### config.mk
export PLATFORM = sky130hd
export DESIGN_NAME = regfile_mp_flat
export DESIGN_NICKNAME = d
export VERILOG_FILES = /design/src/rtl/regfile_mp_if.sv /design/src/rtl/regfile_mp.sv /design/src/flat_wrapper.sv
export SDC_FILE = /design/constraint.sdc
export NUM_CORES = 2
export LEC_CHECK = 0
export BUFFER_PORTS_ARGS = -buffer_cell sky130_fd_sc_hd__buf_4
export CAP_MARGIN = 0
export CELL_PAD_IN_SITES_DETAIL_PLACEMENT = 0
export CELL_PAD_IN_SITES_GLOBAL_PLACEMENT = 2
export CORE_ASPECT_RATIO = 1.25
export CORE_UTILIZATION = 40
export CTS_CLUSTER_SIZE = 25
export DETAILED_ROUTE_END_ITERATION = 10
export MAX_ROUTING_LAYER = met4
export PLACE_DENSITY_LB_ADDON = 0.1
export SLEW_MARGIN = 15
export SYNTH_ARGS = -nofsm -noshare
export SYNTH_HDL_FRONTEND = slang
export SYNTH_SLANG_ARGS = --single-unit
### constraint.sdc
create_clock -name clk -period 2.3 [get_ports clk]
set_input_delay 0.115 -clock clk [delete_from_list [all_inputs] [get_ports clk]]
set_output_delay 0.115 -clock clk [all_outputs]
set_load 0.005 [all_outputs]
### src/rtl/regfile_mp_if.sv
// Port bundle for regfile_mp: two write ports, two read ports, scoreboard controls.
// Parameters must match the DATA_W/ADDR_W of the attached regfile_mp.
interface regfile_mp_if #(
    parameter int unsigned DATA_W = 32,
    parameter int unsigned ADDR_W = 5
);
    logic              we0;
    logic [ADDR_W-1:0] waddr0;
    logic [DATA_W-1:0] wdata0;
    logic              we1;
    logic [ADDR_W-1:0] waddr1;
    logic [DATA_W-1:0] wdata1;
    logic [ADDR_W-1:0] raddr0;
    logic [DATA_W-1:0] rdata0;
    logic              rbusy0;
    logic [ADDR_W-1:0] raddr1;
    logic [DATA_W-1:0] rdata1;
    logic              rbusy1;
    logic              alloc_en;
    logic [ADDR_W-1:0] alloc_addr;
    logic              flush;
    logic              wconf;

    // Producer side: writeback / decode logic drives the register file.
    modport master (
        output we0, waddr0, wdata0,
        output we1, waddr1, wdata1,
        output raddr0, raddr1,
        output alloc_en, alloc_addr, flush,
        input  rdata0, rbusy0, rdata1, rbusy1, wconf
    );

    // Register file side.
    modport slave (
        input  we0, waddr0, wdata0,
        input  we1, waddr1, wdata1,
        input  raddr0, raddr1,
        input  alloc_en, alloc_addr, flush,
        output rdata0, rbusy0, rdata1, rbusy1, wconf
    );
endinterface

### src/rtl/regfile_mp.sv
// Two-write / two-read integer register file with per-register pending scoreboard.
// Optional feature macro RF_BYPASS_EN: same-cycle write-to-read forwarding.
module regfile_mp #(
    parameter int unsigned       DATA_W   = 32,
    parameter int unsigned       NUM_REGS = 32,
    parameter int unsigned       ADDR_W   = 5,
    parameter int unsigned       GP_IDX   = 28,
    parameter logic [DATA_W-1:0] GP_INIT  = DATA_W'(32'h00001800),
    parameter int unsigned       SP_IDX   = 29,
    parameter logic [DATA_W-1:0] SP_INIT  = DATA_W'(32'h00002ffc)
) (
    input  logic         clk,
    input  logic         reset,
    regfile_mp_if.slave  rf
);

    logic [DATA_W-1:0]   r_regs [NUM_REGS];
    logic [NUM_REGS-1:0] r_pend;
    logic                r_wconf;

    logic [NUM_REGS-1:0] w_pend_nxt;
    logic                w_wr0;
    logic                w_wr1;
    logic [DATA_W-1:0]   w_rdata0;
    logic [DATA_W-1:0]   w_rdata1;
    logic                w_rbusy0;
    logic                w_rbusy1;

    // Writes to register 0 are dropped everywhere by qualifying the enables here.
    assign w_wr0 = rf.we0 && (rf.waddr0 != '0);
    assign w_wr1 = rf.we1 && (rf.waddr1 != '0);

    // Register array; port 1 (late return) wins a same-address collision.
    always_ff @(posedge clk or negedge reset) begin
        if (!reset) begin
            for (int unsigned i = 0; i < NUM_REGS; i++) begin
                if (i == GP_IDX) begin
                    r_regs[i] <= GP_INIT;
                end else if (i == SP_IDX) begin
                    r_regs[i] <= SP_INIT;
                end else begin
                    r_regs[i] <= '0;
                end
            end
        end else begin
            for (int unsigned i = 1; i < NUM_REGS; i++) begin
                if (w_wr1 && (rf.waddr1 == ADDR_W'(i))) begin
                    r_regs[i] <= rf.wdata1;
                end else if (w_wr0 && (rf.waddr0 == ADDR_W'(i))) begin
                    r_regs[i] <= rf.wdata0;
                end
            end
        end
    end

    // Scoreboard next state: flush beats everything, a new allocation beats a retiring write.
    always_comb begin
        w_pend_nxt = r_pend;
        if (rf.flush) begin
            w_pend_nxt = '0;
        end else begin
            if (w_wr0) begin
                w_pend_nxt[rf.waddr0] = 1'b0;
            end
            if (w_wr1) begin
                w_pend_nxt[rf.waddr1] = 1'b0;
            end
            if (rf.alloc_en && (rf.alloc_addr != '0)) begin
                w_pend_nxt[rf.alloc_addr] = 1'b1;
            end
        end
        w_pend_nxt[0] = 1'b0;
    end

    always_ff @(posedge clk or negedge reset) begin
        if (!reset) begin
            r_pend  <= '0;
            r_wconf <= 1'b0;
        end else begin
            r_pend  <= w_pend_nxt;
            r_wconf <= w_wr0 && w_wr1 && (rf.waddr0 == rf.waddr1);
        end
    end

    // Read port A.
    always_comb begin
        w_rdata0 = (rf.raddr0 == '0) ? '0 : r_regs[rf.raddr0];
        w_rbusy0 = r_pend[rf.raddr0];
`ifdef RF_BYPASS_EN
        if (rf.raddr0 != '0) begin
            if (w_wr1 && (rf.waddr1 == rf.raddr0)) begin
                w_rdata0 = rf.wdata1;
                w_rbusy0 = 1'b0;
            end else if (w_wr0 && (rf.waddr0 == rf.raddr0)) begin
                w_rdata0 = rf.wdata0;
                w_rbusy0 = 1'b0;
            end
        end
`endif
    end

    // Read port B.
    always_comb begin
        w_rdata1 = (rf.raddr1 == '0) ? '0 : r_regs[rf.raddr1];
        w_rbusy1 = r_pend[rf.raddr1];
`ifdef RF_BYPASS_EN
        if (rf.raddr1 != '0) begin
            if (w_wr1 && (rf.waddr1 == rf.raddr1)) begin
                w_rdata1 = rf.wdata1;
                w_rbusy1 = 1'b0;
            end else if (w_wr0 && (rf.waddr0 == rf.raddr1)) begin
                w_rdata1 = rf.wdata0;
                w_rbusy1 = 1'b0;
            end
        end
`endif
    end

    assign rf.rdata0 = w_rdata0;
    assign rf.rbusy0 = w_rbusy0;
    assign rf.rdata1 = w_rdata1;
    assign rf.rbusy1 = w_rbusy1;
    assign rf.wconf  = r_wconf;

endmodule
### src/flat_wrapper.sv
// flat-port wrapper written by rule: the top's interface ports become plain ports
module regfile_mp_flat 
#(
    parameter int unsigned       DATA_W   = 32,
    parameter int unsigned       NUM_REGS = 32,
    parameter int unsigned       ADDR_W   = 5,
    parameter int unsigned       GP_IDX   = 28,
    parameter logic [DATA_W-1:0] GP_INIT  = DATA_W'(32'h00001800),
    parameter int unsigned       SP_IDX   = 29,
    parameter logic [DATA_W-1:0] SP_INIT  = DATA_W'(32'h00002ffc)
)
  (clk, reset, rf_we0, rf_waddr0, rf_wdata0, rf_we1, rf_waddr1, rf_wdata1, rf_raddr0, rf_raddr1, rf_alloc_en, rf_alloc_addr, rf_flush, rf_rdata0, rf_rbusy0, rf_rdata1, rf_rbusy1, rf_wconf);
  regfile_mp_if #(.DATA_W(DATA_W), .ADDR_W(ADDR_W)) rf_i ();
  input  logic clk;
  input  logic reset;
  input wire logic [$bits(rf_i.we0)-1:0] rf_we0;
  input wire logic [$bits(rf_i.waddr0)-1:0] rf_waddr0;
  input wire logic [$bits(rf_i.wdata0)-1:0] rf_wdata0;
  input wire logic [$bits(rf_i.we1)-1:0] rf_we1;
  input wire logic [$bits(rf_i.waddr1)-1:0] rf_waddr1;
  input wire logic [$bits(rf_i.wdata1)-1:0] rf_wdata1;
  input wire logic [$bits(rf_i.raddr0)-1:0] rf_raddr0;
  input wire logic [$bits(rf_i.raddr1)-1:0] rf_raddr1;
  input wire logic [$bits(rf_i.alloc_en)-1:0] rf_alloc_en;
  input wire logic [$bits(rf_i.alloc_addr)-1:0] rf_alloc_addr;
  input wire logic [$bits(rf_i.flush)-1:0] rf_flush;
  output wire logic [$bits(rf_i.rdata0)-1:0] rf_rdata0;
  output wire logic [$bits(rf_i.rbusy0)-1:0] rf_rbusy0;
  output wire logic [$bits(rf_i.rdata1)-1:0] rf_rdata1;
  output wire logic [$bits(rf_i.rbusy1)-1:0] rf_rbusy1;
  output wire logic [$bits(rf_i.wconf)-1:0] rf_wconf;
  assign rf_i.we0 = rf_we0;
  assign rf_i.waddr0 = rf_waddr0;
  assign rf_i.wdata0 = rf_wdata0;
  assign rf_i.we1 = rf_we1;
  assign rf_i.waddr1 = rf_waddr1;
  assign rf_i.wdata1 = rf_wdata1;
  assign rf_i.raddr0 = rf_raddr0;
  assign rf_i.raddr1 = rf_raddr1;
  assign rf_i.alloc_en = rf_alloc_en;
  assign rf_i.alloc_addr = rf_alloc_addr;
  assign rf_i.flush = rf_flush;
  assign rf_rdata0 = rf_i.rdata0;
  assign rf_rbusy0 = rf_i.rbusy0;
  assign rf_rdata1 = rf_i.rdata1;
  assign rf_rbusy1 = rf_i.rbusy1;
  assign rf_wconf = rf_i.wconf;
  regfile_mp #(.DATA_W(DATA_W), .NUM_REGS(NUM_REGS), .ADDR_W(ADDR_W), .GP_IDX(GP_IDX), .GP_INIT(GP_INIT), .SP_IDX(SP_IDX), .SP_INIT(SP_INIT)) u_core (.clk(clk), .reset(reset), .rf(rf_i));
endmodule
; Yosys cells after proc, flatten, opt, wreduce, memory -nomap -nowiden
; Cells that the tools add are included.
[word_totals]
regBits = 1024
latchBits = 0
mem_bits_rw = 0
rom_bits = 0
inputBits = 95
out_inout_bits = 67
mem_count = 0
[op_classes]
n_addsub = 0
n_mul = 0
div_mod_pow = 0
n_lt_le_gt_ge = 10
n_eq_ne = 63
shift = 0
n_mux = 86
bitwise_logic = 7
reduce_logical = 106
[ops]
columns = operator, n
row1 = $mux W32, 74
row2 = $bmux W32 S5, 2
row3 = $eq A5 B5 Y1 const B, 32
row4 = $eq A5 B4 Y1 const B, 16
row5 = $logic_and A1 B1 Y1, 70
row6 = $and A32 B32 Y32, 2
row7 = $not A32 Y32, 2
row8 = $reduce_bool A2 Y1, 31
row9 = $eq A5 B3 Y1 const B, 8
row10 = $or A32 B32 Y32, 1
row11 = $lt A5 B6 Y1 const B, 5
row12 = $eq A5 B2 Y1 const B, 4
row13 = $demux W1 S5, 3
row14 = $ge A5 B1 Y1 const B, 3
row15 = $reduce_bool A5 Y1, 3
row16 = $ge A6 B6 Y1 const B, 2
row17 = $not A5 Y6, 2
row18 = $bmux W1 S5, 2
row19 = $eq A5 B1 Y1 const B, 2
row20 = $logic_not A5 Y1, 2
row21 = $eq A5 B5 Y1, 1
row22 = $mux W1, 5

; Depth between registers and ports, before layout
[logic_depth]
depth_word = 14
mapped_depth = 8
mapped_depth_nobuf = 4

; Worst setup path before layout
; Ideal clock, no wire load.
[synth_timing]
path_type = input -> output
start = input rf_raddr1[0]
end = output rf_rdata1[30]
arrival_time_ns = 1.637
path_slack_ns = 0.548
path_stages = 6
n_path_buf = 3
cell_sequence = buf_2 buf_2 buf_2 mux4_2 a221oi_1 a2bb2oi_1
[synth_between]
elab_chain_cells = 5
elab_cells_between_ends = 6
classes_between = mux: 4 / bitwise: 1 / reduce/logical: 1
[synth_lines]
columns = element, line_no
row1 = "start, declared", flat_wrapper.sv:23  ; input wire logic [$bits(rf_i.raddr1)-1:0] rf_raddr1;
row2 = $not A5 Y6 (implied by the code), regfile_mp.sv:104  ; w_rdata1 = (rf.raddr1 == '0) ? '0 : r_regs[rf.raddr1];
row3 = $bmux W32 S5, regfile_mp.sv:104
row4 = $mux W32 (implied by the code) (2 in a row), regfile_mp.sv:104
row5 = $mux W32 *, regfile_mp.sv:104
row6 = "end, declared", flat_wrapper.sv:29  ; output wire logic [$bits(rf_i.rdata1)-1:0] rf_rdata1;
; Mark *: on every way between the ends. The rest lies on a longest branch, timed or not. The select of a mux whose other input is x is not followed.

; Final worst setup path
[layout_timing]
start = register u_core.r_regs[349] in the netlist's numbering
end = output rf_rdata0[29]
[layout_between]
elab_chain_cells = 4
[layout_lines]
columns = element, line_no
row1 = "start, declared", regfile_mp.sv:17  ; logic [DATA_W-1:0] r_regs [NUM_REGS];
row2 = "start signal, assigned by index", regfile_mp.sv:48  ; r_regs[i] <= rf.wdata1;
row3 = "start signal, assigned by index", regfile_mp.sv:50  ; r_regs[i] <= rf.wdata0;
row4 = $bmux W32 S5, regfile_mp.sv:87  ; w_rdata0 = (rf.raddr0 == '0) ? '0 : r_regs[rf.raddr0];
row5 = $mux W32 (implied by the code) (2 in a row), regfile_mp.sv:87
row6 = $mux W32, regfile_mp.sv:87
row7 = "end, declared", flat_wrapper.sv:27  ; output wire logic [$bits(rf_i.rdata0)-1:0] rf_rdata0;
; No other way between the ends. The select of a mux whose other input is x is not followed.

==> results_dict.tcl <==
set metrics [dict create \
    syn-num-nets 6132 \
    crit_path_start_kind "flip-flop" \
    drcViolationCount 0 \
    clock_sinks 1024 \
    path_clk_slew_ns 0.06 \
    synth.distinct_cells 66 \
    min_period_over_period_pct 112 \
    post-dp-hpwl_mm 179 \
    fin_nets 6248 \
    coreArea_um2 160000 \
    ios 162 \
    avgRoutedWirePerCell_um 34.4 \
    cts-htree-levels 3 \
    clkLatencyLatePin_ns 0.75 \
    setup_tns_ns -9.20 \
    violations "negative setup slack" \
    switching_share_pct 31.7 \
    crit_arrival_ns 2.47 \
    drv_cap 0 \
    path_buf_inv 1 \
    postRouteAntennaNets 0 \
    critical_path.slowest_cell "mux4_2" \
    synth_edf_count 0 \
    fmax_mhz 387 \
    r2r_start "u_core.r_pend[21]" \
    synth_area_leaders "dfrtp_1, mux2i_1, mux4_2" \
    cpPeakStageDelay_ns 0.48 \
    finClkSkew_ns 0 \
    slew_headroom_pct 35.8 \
    min_period_ns 2.58 \
    viasPerCell 6.31 \
    rows 164 \
    cts_tree "done" \
    p_leak_nw 34.0 \
    die_x_um 361 \
    hold_ws_ns 0.0560 \
    multi_input_area_um2 36600 \
    yosysSeqAreaShare_pct 39.8 \
    status "complete, but fails checks" \
    critPathTopFamily "multiplexers" \
    clock_power_share_pct 31.3 \
    io_buffer_count 161 \
    yosysTopAreaCellShare_pct 39.3 \
    drtIter0Drc 5377 \
    internal-power_mw 43.8 \
    num_vias 52600 \
    seq_power_share_pct 41.8 \
    drtPass1Iterations 7 \
    die_h_um 451 \
    ys_warn_count 32 \
    routabilityCongestion 0.871 \
    fillers 14600 \
    critical_path.max_fanout 3 \
    fin_util_pct 48.3 \
    place_area_um2 70800 \
    ir_drop_mv 0.679 \
    crit_start "u_core.r_regs[349]" \
    root_buffer "clkbuf_16" \
    grt_pass1_wl_mm 407 \
    drt-total-wl_mm 287 \
    ys_seq_elements 1024 \
    rsz0062_at_grt "yes" \
    slew_viol_final 0 \
    die-area_um2 163000 \
    cts_buffers 120 \
    synthCells 6037 \
    required_ns 2.18 \
    antenna_found_initial 14 \
    holdCritStartpoint "rf_waddr0[1]" \
    p_per_area_nw_per_um2 832 \
    grt_use_total_pct 36.1 \
    grt_pass1_vias 52200 \
    netlist_area_um2 64400 \
    initial_core_util_pct 40.3 \
    worstMarginPinSlew_ns 0.960 \
    yosys.area.top_type "dfrtp_1" \
    worstSetupPathType "flip-flop to output port" \
    hp-class "input pin to flip-flop" \
    clock_path_buffers 3 \
    synth_ff_type "dfrtp_1" \
    setup_violations 66 \
    seq_area_um2 25600 \
    p_sw_mw 20.4 \
    cp-end-kind "output port" \
    stdcell_area_um2 77200 \
    setup_ws_ns -0.282 \
    pwr-share-comb_pct 26.8 \
    overflow 0 \
    synthArstFlopShare_pct 100 \
    hold_violations 0 \
    final_layout_size_suffix_gt1_share_pct 25.2 \
    area_delta_synth_final_pct 19.8 \
    syn_area_per_cell_um2 10.7 \
    grt_max_degree 103 \
    critical_path.cell_chain "mux4_2 -> mux2i_2 -> a22o_1 -> a31oi_1 -> buf_4" \
]
==> kinds of logic (layout without fill, tap and decap cells) <==
logic type / count (synthesis) / after routing / synth area share [%]
multiplexers: 1648 / 1648 / 34.8
AO/OA/AOI/OAI: 1338 / 1338 / 12.1
AND/OR/NAND/NOR: 1277 / 1277 / 8.11
flip-flops: 1024 / 1024 / 39.8
buffers and inverters: 746 / 963 / 5.20
XOR/XNOR: 4 / 4 / 0.0544
other: 0 / 11 / 0
==> area by class of cell <==
| type | count | area share (%) |
|---|---|---|
| Inverter | 22 | 0.118 |
| Clock inverter | 49 | 0.689 |
| Multi-Input combinational cell | 4267 | 47.4 |
| Sequential cell | 1024 | 33.2 |
| Clock buffer | 174 | 4.52 |
| Timing Repair Buffer | 718 | 10.6 |
| Antenna cell | 11 | 0.0357 |
| Tap cell | 2075 | 3.36 |
==> path summary, 6_finish.rpt <==
kind / depth (start not counted) / slack (ns) / to
max reg2reg: 4 / 0.87 / u_core.r_pend[21]
min: 4 / 0.06 / u_core.r_regs[575]
max in group asynchronous: 3 / 0.85 / u_core.r_regs[194]
max: 5 / -0.28 / rf_rdata0[29]
min in group asynchronous: 3 / 0.09 / u_core.r_regs[931]
min reg2reg: 2 / 0.51 / u_core.r_regs[375]
==> state kept, by name, indices dropped and copies added, names as in the netlist <==
name             count
u_core.r_pend       31
u_core.r_regs      992
u_core.rf.wconf      1
==> what timing repair did <==
action	in CTS	in global routing
endpoints found under the setup margin	66	71
hold buffers	122	0
endpoints found under the hold margin	2009	0
setup buffers	21	24
pin swaps	62	28
resized for setup	116	43
cloned	0	0
==> power groups by stage <==
stage	Clock, mW	Sequential, mW	Combinational [mW]
2_1_floorplan	0	25.4	11.6
3_3_place_gp	0	26.8	15.7
3_5_place_dp	0	27.0	16.1
4_1_cts	20.5	26.7	16.9
5_1_grt	21.1	27.4	18.7
6_report	20.1	26.9	17.2
==> metrics by stage <==
| step | total power [mW] | setup slack (ns) | std cells |
|---|---|---|---|
| after floorplan | 37.0 | 0.548 | 6037 |
| after global placement | 42.5 | 0.0789 | 7942 |
| after detailed placement | 43.1 | 0.0920 | 7942 |
| after CTS | 64.1 | -0.288 | 8305 |
| after global routing | 67.1 | -0.303 | 8339 |
| final | 64.2 | -0.282 | 8340 |
==> metal layers <==
| layer | vias to the layer above | GRT usage (%) | wire [um] |
|---|---|---|---|
| met3 | 670 | 4.78 | 17400 |
| met4 | 0 | 17.4 | 16000 |
| li1 | 22400 | - | - |
| met2 | 2165 | 57.6 | 137000 |
| met5 | - | - | 0 |
| met1 | 27400 | 45.2 | 116000 |
==> Yosys cell counts (all sizes together) (7+ instances only) <==
cell    instances
a31oi          35
and2            7
a21oi         609
nor2          695
nor2b          17
nand2b          7
nand3b          7
dfrtp        1011
o2bb2a         13
nor3           13
buf           351
a22o           32
o211ai         33
a32oi          13
o21ai         385
mux2i        1087
a22oi          63
o21a           29
o22ai          44
nand2         458
a221oi         35
a221o          32
mux4          460
inv            19
dfstp          13
nand3          41
mux2          101
clkbuf        373
==> worst reg2reg max path: cells and delay by family, from the launching register on <==
family	cells	cell delay, ns
simple gates	1	0.08
flops	1	0.40
buf+inv	2	0.62
compound gates	1	0.27
==> cell usage in the layout (no fill, tap or decap), drive strengths merged, types with 7 or more instances in the layout <==
master	instances
buf	595
mux2	101
dfstp	13
dlygate4sd3	122
o211ai	33
clkbuf	175
nand3	41
a221o	32
a21oi	609
nor2	695
dfrtp	1011
a22o	32
nand2	458
inv	23
mux2i	1087
a31oi	35
o2bb2a	13
o22ai	44
a22oi	63
a221oi	35
and2	7
diode	11
o21ai	385
bufinv	10
a32oi	13
clkinv	31
o21a	29
nand2b	7
nor2b	17
mux4	460
nor3	13
clkinvlp	7
nand3b	7
Note: power is estimated with default switching activity, not from simulation.
